==> config.mk <==
export PLATFORM = sky130hd
export DESIGN_NAME = instr_fetch_unit_flat
export DESIGN_NICKNAME = d
export VERILOG_FILES = /design/src/rtl/instr_fetch_unit_if.sv /design/src/rtl/instr_fetch_unit.sv /design/src/flat_wrapper.sv
export SDC_FILE = /design/constraint.sdc
export NUM_CORES = 1
export LEC_CHECK = 0
export ABC_CLOCK_PERIOD_IN_PS = 3400
export CORE_MARGIN = 2
export CORE_UTILIZATION = 48
export DETAILED_ROUTE_END_ITERATION = 10
export GPL_TIMING_DRIVEN = 0
export PLACE_DENSITY = 0.86
export SETUP_SLACK_MARGIN = 0.5
export SLEW_MARGIN = 20
export SYNTH_ARGS = -nofsm -noshare
export SYNTH_HDL_FRONTEND = slang
export SYNTH_SLANG_ARGS = --single-unit
==> constraint.sdc <==
create_clock -name CLK -period 3.4 [get_ports CLK]
set_input_delay 0.51 -clock CLK [delete_from_list [all_inputs] [get_ports CLK]]
set_output_delay 0.51 -clock CLK [all_outputs]
set_load 0.01 [all_outputs]
==> src/rtl/instr_fetch_unit_if.sv <==
// Bundles the instruction-bus, memory and redirect signals of instr_fetch_unit.
// The master modport is the fetch unit's side; slave is the datapath/memory side.
interface instr_fetch_unit_if;
  logic        PCSRC;
  logic [31:0] BRANCH_TARGET;
  logic        STALL;
  logic        IMEM_REQ;
  logic [31:0] IMEM_ADDR;
  logic [31:0] IMEM_RDATA;
  logic        IMEM_VALID;
  logic [31:0] INSTRUCTION;
  logic        INSTR_VALID;
  logic [31:0] PC_OUT;
  logic        MISALIGN;

  modport master (
    input  PCSRC, BRANCH_TARGET, STALL, IMEM_RDATA, IMEM_VALID,
    output IMEM_REQ, IMEM_ADDR, INSTRUCTION, INSTR_VALID, PC_OUT, MISALIGN
  );

  modport slave (
    output PCSRC, BRANCH_TARGET, STALL, IMEM_RDATA, IMEM_VALID,
    input  IMEM_REQ, IMEM_ADDR, INSTRUCTION, INSTR_VALID, PC_OUT, MISALIGN
  );
endinterface

==> src/rtl/instr_fetch_unit.sv <==
// Instruction fetch unit: PC, single-outstanding memory request, valid/stall presentation.
// Define IFU_MISALIGN_TRAP_EN to trap misaligned redirects into a sticky HALT state.
module instr_fetch_unit #(
  parameter logic [31:0] RESET_PC  = 32'h0000_0000,
  parameter logic [31:0] NOP_INSTR = 32'h0000_0013
) (
  input logic                 CLK,
  input logic                 RESET,
  instr_fetch_unit_if.master  bus
);

  typedef enum logic [2:0] {
    S_IDLE,
    S_REQ,
    S_WAIT,
    S_HOLD
`ifdef IFU_MISALIGN_TRAP_EN
    , S_HALT
`endif
  } state_t;

  state_t      state_q, state_d;
  logic [31:0] pc_q, pc_d;
  logic [31:0] instr_q, instr_d;
  logic        valid_q, valid_d;
  logic [31:0] pcout_q, pcout_d;
  logic        discard_q, discard_d;
  logic        redirect;
`ifdef IFU_MISALIGN_TRAP_EN
  logic        misalign_q, misalign_d;
  logic        trap;

  assign redirect      = bus.PCSRC && (state_q != S_HALT);
  assign trap          = redirect && (bus.BRANCH_TARGET[1:0] != 2'b00);
  assign bus.MISALIGN  = misalign_q;
`else
  assign redirect      = bus.PCSRC;
  assign bus.MISALIGN  = 1'b0;
`endif

  assign bus.IMEM_REQ    = (state_q == S_REQ);
  assign bus.IMEM_ADDR   = pc_q;
  assign bus.INSTRUCTION = instr_q;
  assign bus.INSTR_VALID = valid_q;
  assign bus.PC_OUT      = pcout_q;

  always_comb begin
    state_d   = state_q;
    pc_d      = pc_q;
    instr_d   = instr_q;
    valid_d   = valid_q;
    pcout_d   = pcout_q;
    discard_d = discard_q;
`ifdef IFU_MISALIGN_TRAP_EN
    misalign_d = misalign_q;
`endif

    case (state_q)
      S_IDLE: state_d = S_REQ;
      S_REQ:  state_d = S_WAIT;
      S_WAIT: begin
        if (bus.IMEM_VALID) begin
          if (discard_q) begin
            discard_d = 1'b0;
            state_d   = S_REQ;
          end else begin
            instr_d = bus.IMEM_RDATA;
            pcout_d = pc_q;
            pc_d    = pc_q + 32'd4;
            valid_d = 1'b1;
            state_d = S_HOLD;
          end
        end
      end
      S_HOLD: begin
        if (!bus.STALL) begin
          valid_d = 1'b0;
          instr_d = NOP_INSTR;
          state_d = S_REQ;
        end
      end
`ifdef IFU_MISALIGN_TRAP_EN
      S_HALT: state_d = S_HALT;
`endif
      default: state_d = S_IDLE;
    endcase

    // Redirect overrides capture/consume decided above; a request already
    // issued (REQ) or still pending (WAIT) must have its response dropped.
    if (redirect) begin
      pc_d    = bus.BRANCH_TARGET & ~32'h3;
      valid_d = 1'b0;
      instr_d = NOP_INSTR;
      case (state_q)
        S_REQ: begin
          discard_d = 1'b1;
          state_d   = S_WAIT;
        end
        S_WAIT: begin
          if (bus.IMEM_VALID) begin
            discard_d = 1'b0;
            state_d   = S_REQ;
          end else begin
            discard_d = 1'b1;
            state_d   = S_WAIT;
          end
        end
        default: state_d = S_REQ;
      endcase
`ifdef IFU_MISALIGN_TRAP_EN
      if (trap) begin
        pc_d       = bus.BRANCH_TARGET;
        misalign_d = 1'b1;
        discard_d  = 1'b0;
        state_d    = S_HALT;
      end
`endif
    end
  end

  always_ff @(posedge CLK) begin
    if (RESET) begin
      state_q   <= S_IDLE;
      pc_q      <= RESET_PC;
      instr_q   <= NOP_INSTR;
      valid_q   <= 1'b0;
      pcout_q   <= RESET_PC;
      discard_q <= 1'b0;
`ifdef IFU_MISALIGN_TRAP_EN
      misalign_q <= 1'b0;
`endif
    end else begin
      state_q   <= state_d;
      pc_q      <= pc_d;
      instr_q   <= instr_d;
      valid_q   <= valid_d;
      pcout_q   <= pcout_d;
      discard_q <= discard_d;
`ifdef IFU_MISALIGN_TRAP_EN
      misalign_q <= misalign_d;
`endif
    end
  end

endmodule
==> src/flat_wrapper.sv <==
// flat-port wrapper written by rule: the top's interface ports become plain ports
module instr_fetch_unit_flat 
#(
  parameter logic [31:0] RESET_PC  = 32'h0000_0000,
  parameter logic [31:0] NOP_INSTR = 32'h0000_0013
)
  (CLK, RESET, bus_PCSRC, bus_BRANCH_TARGET, bus_STALL, bus_IMEM_RDATA, bus_IMEM_VALID, bus_IMEM_REQ, bus_IMEM_ADDR, bus_INSTRUCTION, bus_INSTR_VALID, bus_PC_OUT, bus_MISALIGN);
  instr_fetch_unit_if bus_i ();
  input logic CLK;
  input logic RESET;
  input wire logic [$bits(bus_i.PCSRC)-1:0] bus_PCSRC;
  input wire logic [$bits(bus_i.BRANCH_TARGET)-1:0] bus_BRANCH_TARGET;
  input wire logic [$bits(bus_i.STALL)-1:0] bus_STALL;
  input wire logic [$bits(bus_i.IMEM_RDATA)-1:0] bus_IMEM_RDATA;
  input wire logic [$bits(bus_i.IMEM_VALID)-1:0] bus_IMEM_VALID;
  output wire logic [$bits(bus_i.IMEM_REQ)-1:0] bus_IMEM_REQ;
  output wire logic [$bits(bus_i.IMEM_ADDR)-1:0] bus_IMEM_ADDR;
  output wire logic [$bits(bus_i.INSTRUCTION)-1:0] bus_INSTRUCTION;
  output wire logic [$bits(bus_i.INSTR_VALID)-1:0] bus_INSTR_VALID;
  output wire logic [$bits(bus_i.PC_OUT)-1:0] bus_PC_OUT;
  output wire logic [$bits(bus_i.MISALIGN)-1:0] bus_MISALIGN;
  assign bus_i.PCSRC = bus_PCSRC;
  assign bus_i.BRANCH_TARGET = bus_BRANCH_TARGET;
  assign bus_i.STALL = bus_STALL;
  assign bus_i.IMEM_RDATA = bus_IMEM_RDATA;
  assign bus_i.IMEM_VALID = bus_IMEM_VALID;
  assign bus_IMEM_REQ = bus_i.IMEM_REQ;
  assign bus_IMEM_ADDR = bus_i.IMEM_ADDR;
  assign bus_INSTRUCTION = bus_i.INSTRUCTION;
  assign bus_INSTR_VALID = bus_i.INSTR_VALID;
  assign bus_PC_OUT = bus_i.PC_OUT;
  assign bus_MISALIGN = bus_i.MISALIGN;
  instr_fetch_unit #(.RESET_PC(RESET_PC), .NOP_INSTR(NOP_INSTR)) u_core (.CLK(CLK), .RESET(RESET), .bus(bus_i));
endmodule
==> flow_summary_export.csv <==
group,metric,value,unit
status,status,"finished clean",
worst_hold_path,hp-class,"register to register",
placed_design,post-place-ws,0.415,ns
route,initialDrtViolationCount,269,
yosys,synth_edf_count,0,
cts,cts_setup_buffers,0,
yosys,synth-seq-area-share,43.3,%
power,power_density,357,nW/um^2
yosys,syn_inst,556,
worst_setup_path,r2r_cells,8,
route,detail_route.wl_per_cell,16.7,um
route,viasPerCell,5.71,
yosys,synth.avg_cell_area,7.98,um^2
cts,cts_made_buffers,9,
floorplan,start_util,48.7,%
power,sw_frac_of_total,27.2,%
cts,cts_max_level,3,
yosys,synth_mux_area_share,0,%
cts,cts_tree,"done",
cells_and_area,drive_above_1_share,4.08,%
yosys,synth_warnings,0,
grt,grt_usage,28.2,%
yosys,synth_top_family_by_area,"simple AND/OR/NAND/NOR gates",
cells_and_area,syn_to_final_growth,43.7,%
sta,slew_headroom,30.4,%
power,max-vdd-ir-drop,0.241,mV
worst_setup_path,crit_path_start_kind,"register",
power,power_switching,619,uW
sta,finalHoldViolCount,0,
yosys,synthAdderAreaFrac,1.41,%
cts,cts_max_path_buffers,2,
power,p_clk_share,30.9,%
sta,period_share,77.7,%
placed_design,dp_hpwl,10.4,mm
cells_and_area,antenna_cells,0,
yosys,synth_area,4430,um^2
route,dr.pass1.iters,5,
yosys,ys.flop_type,"dfxtp_1",
worst_setup_path,cp-end-kind,"register",
worst_hold_path,hold_depth,2,
floorplan,core-area,9110,um^2
worst_setup_path,critPathKind,"register to register",
yosys,synth_compound_gate_area_share,17.6,%
yosys,synth_simple_gate_area_share,29.6,%
floorplan,ios,168,
sta,fin_setup_tns,0,ns
cts,clk_pin_slew,0.09,ns
route,vias,4834,
job,maxCapViolations,0,
floorplan,dieArea,10000,um^2
yosys,ys_ff_latch,96,
worst_setup_path,crit_path_max_fanout,10,
power,seq_power_share,53.3,%
yosys,synth-xor-area-share,2.17,%
grt,antenna_found_initial,0,
cells_and_area,finish.instance_area,6370,um^2
cells_and_area,fillerInstances,735,
grt,grt_pass1_wl,22.8,mm
sta,rsz0062_at_grt,"no",
route,drc,0,
route,final_antenna_net_count,0,
placed_design,dpl-instance-area,6190,um^2
power,total_leakage_power,0.00209,uW
cells_and_area,final_util,69.9,%
grt,grt_start_max_net_pins,16,
grt,grt-ovfl-total,0,
sta,hold_ws,0.458,ns
grt,grt_pass1_vias,4761,
placed_design,io_buffers,160,
worst_setup_path,critical_path_required,3.66,ns
cts,cts-root-buf,"clkbuf_8",
yosys,synthArstFlopShare,0,%
worst_setup_path,worstPathArrival,2.91,ns
sta,maxSlewViolCount,0,
sta,final-setup-viol-count,0,
route,drt_wl_total,14.1,mm
power,pwr-share-comb,15.8,%
power,p_int,1650,uW
cells_and_area,nets,805,
yosys,synth.distinct_cells,51,
floorplan,die_x,100,um
floorplan,row_count,35,
floorplan,die_y,100,um
sta,layout_setup_ws,0.758,ns
cts,insertion_delay,0.36,ns
sta,fmax,0.379,GHz
sta,post-route-min-period,2.64,ns
cts,clock_sinks,96,
placed_design,place_congestion,0.952,
sta,tightest_slew,1.03,ns
sta,worst_clock_skew,0.0130,ns
per-layer routing:
layer  vias to the layer above  wire length [um]  global-route usage, %  part of all wire (%)
li1                       2314                 -                      -                     -
met1                      2223              5590                   33.9                    40
met2                       266              6760                   48.1                    48
met3                        31              1410                   7.31                    10
met4                         0               329                   11.2                   2.3
met5                         -                 0                      0                     0
repair_timing:
item / CTS / global route
hold buffers: 0 / 0
endpoints found under the setup margin: 0 / 17
gates resized for setup: 0 / 2
stage by stage:
stage	total power, uW	std cells
2_1_floorplan	1390	560
3_3_place_gp	1580	831
3_5_place_dp	1590	831
4_1_cts	2280	846
5_1_grt	2370	846
6_report	2270	846
final cells by class:
class	count	area [um^2]	share of cell area, %
Sequential cell	96	1920	30.2
Timing Repair Buffer	160	1600	25.1
Multi-Input combinational cell	404	2270	35.7
Clock inverter	4	28.8	0.452
Tap cell	111	139	2.18
Inverter	10	37.5	0.589
Clock buffer	11	151	2.38
Buffer	50	219	3.44
cells by family after synthesis:
family,after synthesis
and+or+nand+nor,259
xor gates and xnor gates,11
AOI/OAI and AO/OA,124
buffers and inverters,60
other,1
DFF,96
adders and majority gates,5
worst paths after layout:
check | start | endpoint | slack (ns)
setup reg to reg | u_core.state_q[0] | u_core.bus.IMEM_ADDR[3] | 0.76
setup / recovery | u_core.state_q[0] | u_core.bus.IMEM_ADDR[3] | 0.76
hold / removal | u_core.bus.PC_OUT[21] | u_core.bus.PC_OUT[21] | 0.46
hold reg to reg | u_core.bus.PC_OUT[21] | u_core.bus.PC_OUT[21] | 0.46
power groups by stage:
stage               Clock [uW]  Sequential, uW  Combinational [uW]
floorplan                    0            1240                 154
global placement             0            1230                 346
detailed placement           0            1240                 355
CTS                        709            1210                 358
global route               759            1220                 389
finish                     702            1210                 360
worst max-delay path, cell delays in order (launching register included):
cell and delay [ns]:
dfxtp_1 0.42, inv_1 0.07, ha_1 0.28, nand3b_1 0.16, clkbuf_1 0.42, clkbuf_2 0.38
clkbuf_1 0.45, nand2_1 0.12, a311oi_1 0.27
registers in the layout, indices dropped and copies added (netlist names):
register,count
u_core.bus.INSTR_VALID,1
u_core.bus.INSTRUCTION,32
u_core.state_q,2
u_core.bus.PC_OUT,30
u_core.discard_q,1
u_core.bus.IMEM_ADDR,30
synth_stat cells (2+ instances only):
| cell | number | area share [%] |
|---|---|---|
| a311oi_1 | 10 | 2.0 |
| a2111oi_0 | 2 | 0.40 |
| nor3_1 | 7 | 0.79 |
| or3_1 | 6 | 0.85 |
| a21oi_1 | 66 | 7.4 |
| nand4_1 | 8 | 1.1 |
| a31oi_1 | 5 | 0.71 |
| o211ai_1 | 3 | 0.51 |
| dfxtp_1 | 96 | 43 |
| nor4_1 | 14 | 2.0 |
| o21ai_0 | 7 | 0.79 |
| o41a_1 | 2 | 0.51 |
| nor3b_1 | 29 | 4.9 |
| o31a_1 | 2 | 0.40 |
| nor2b_1 | 7 | 0.99 |
| nor2_1 | 67 | 5.7 |
| ha_1 | 5 | 1.4 |
| nand3_1 | 14 | 1.6 |
| inv_1 | 9 | 0.76 |
| a311o_1 | 2 | 0.45 |
| nand2_1 | 78 | 6.6 |
| buf_4 | 5 | 0.85 |
| o22ai_1 | 2 | 0.28 |
| clkbuf_1 | 41 | 3.5 |
| xnor2_1 | 8 | 1.6 |
| or4_1 | 10 | 1.7 |
| xor2_1 | 3 | 0.59 |
| and3_1 | 6 | 0.85 |
| and2_1 | 3 | 0.42 |
| o311ai_0 | 3 | 0.59 |
| buf_2 | 2 | 0.23 |
| a211oi_1 | 9 | 1.5 |
| or2_2 | 2 | 0.28 |
| a2111oi_1 | 2 | 0.45 |
| o221ai_1 | 2 | 0.40 |
| o31ai_1 | 4 | 0.68 |
layout by cell type (no fill, tap or decap), types with 8 or more instances in the layout:
| cell | Yosys | routed |
|---|---|---|
| a211oi_1 | 9 | 9 |
| a21oi_1 | 66 | 66 |
| a311oi_1 | 10 | 10 |
| clkbuf_1 | 41 | 40 |
| clkbuf_8 | 0 | 11 |
| clkdlybuf4s50_1 | 0 | 160 |
| dfxtp_1 | 96 | 96 |
| inv_1 | 9 | 9 |
| nand2_1 | 78 | 78 |
| nand3_1 | 14 | 14 |
| nand4_1 | 8 | 8 |
| nor2_1 | 67 | 67 |
| nor3b_1 | 29 | 29 |
| nor4_1 | 14 | 14 |
| or4_1 | 10 | 10 |
| xnor2_1 | 8 | 8 |
(Power assumes the default switching activity.)
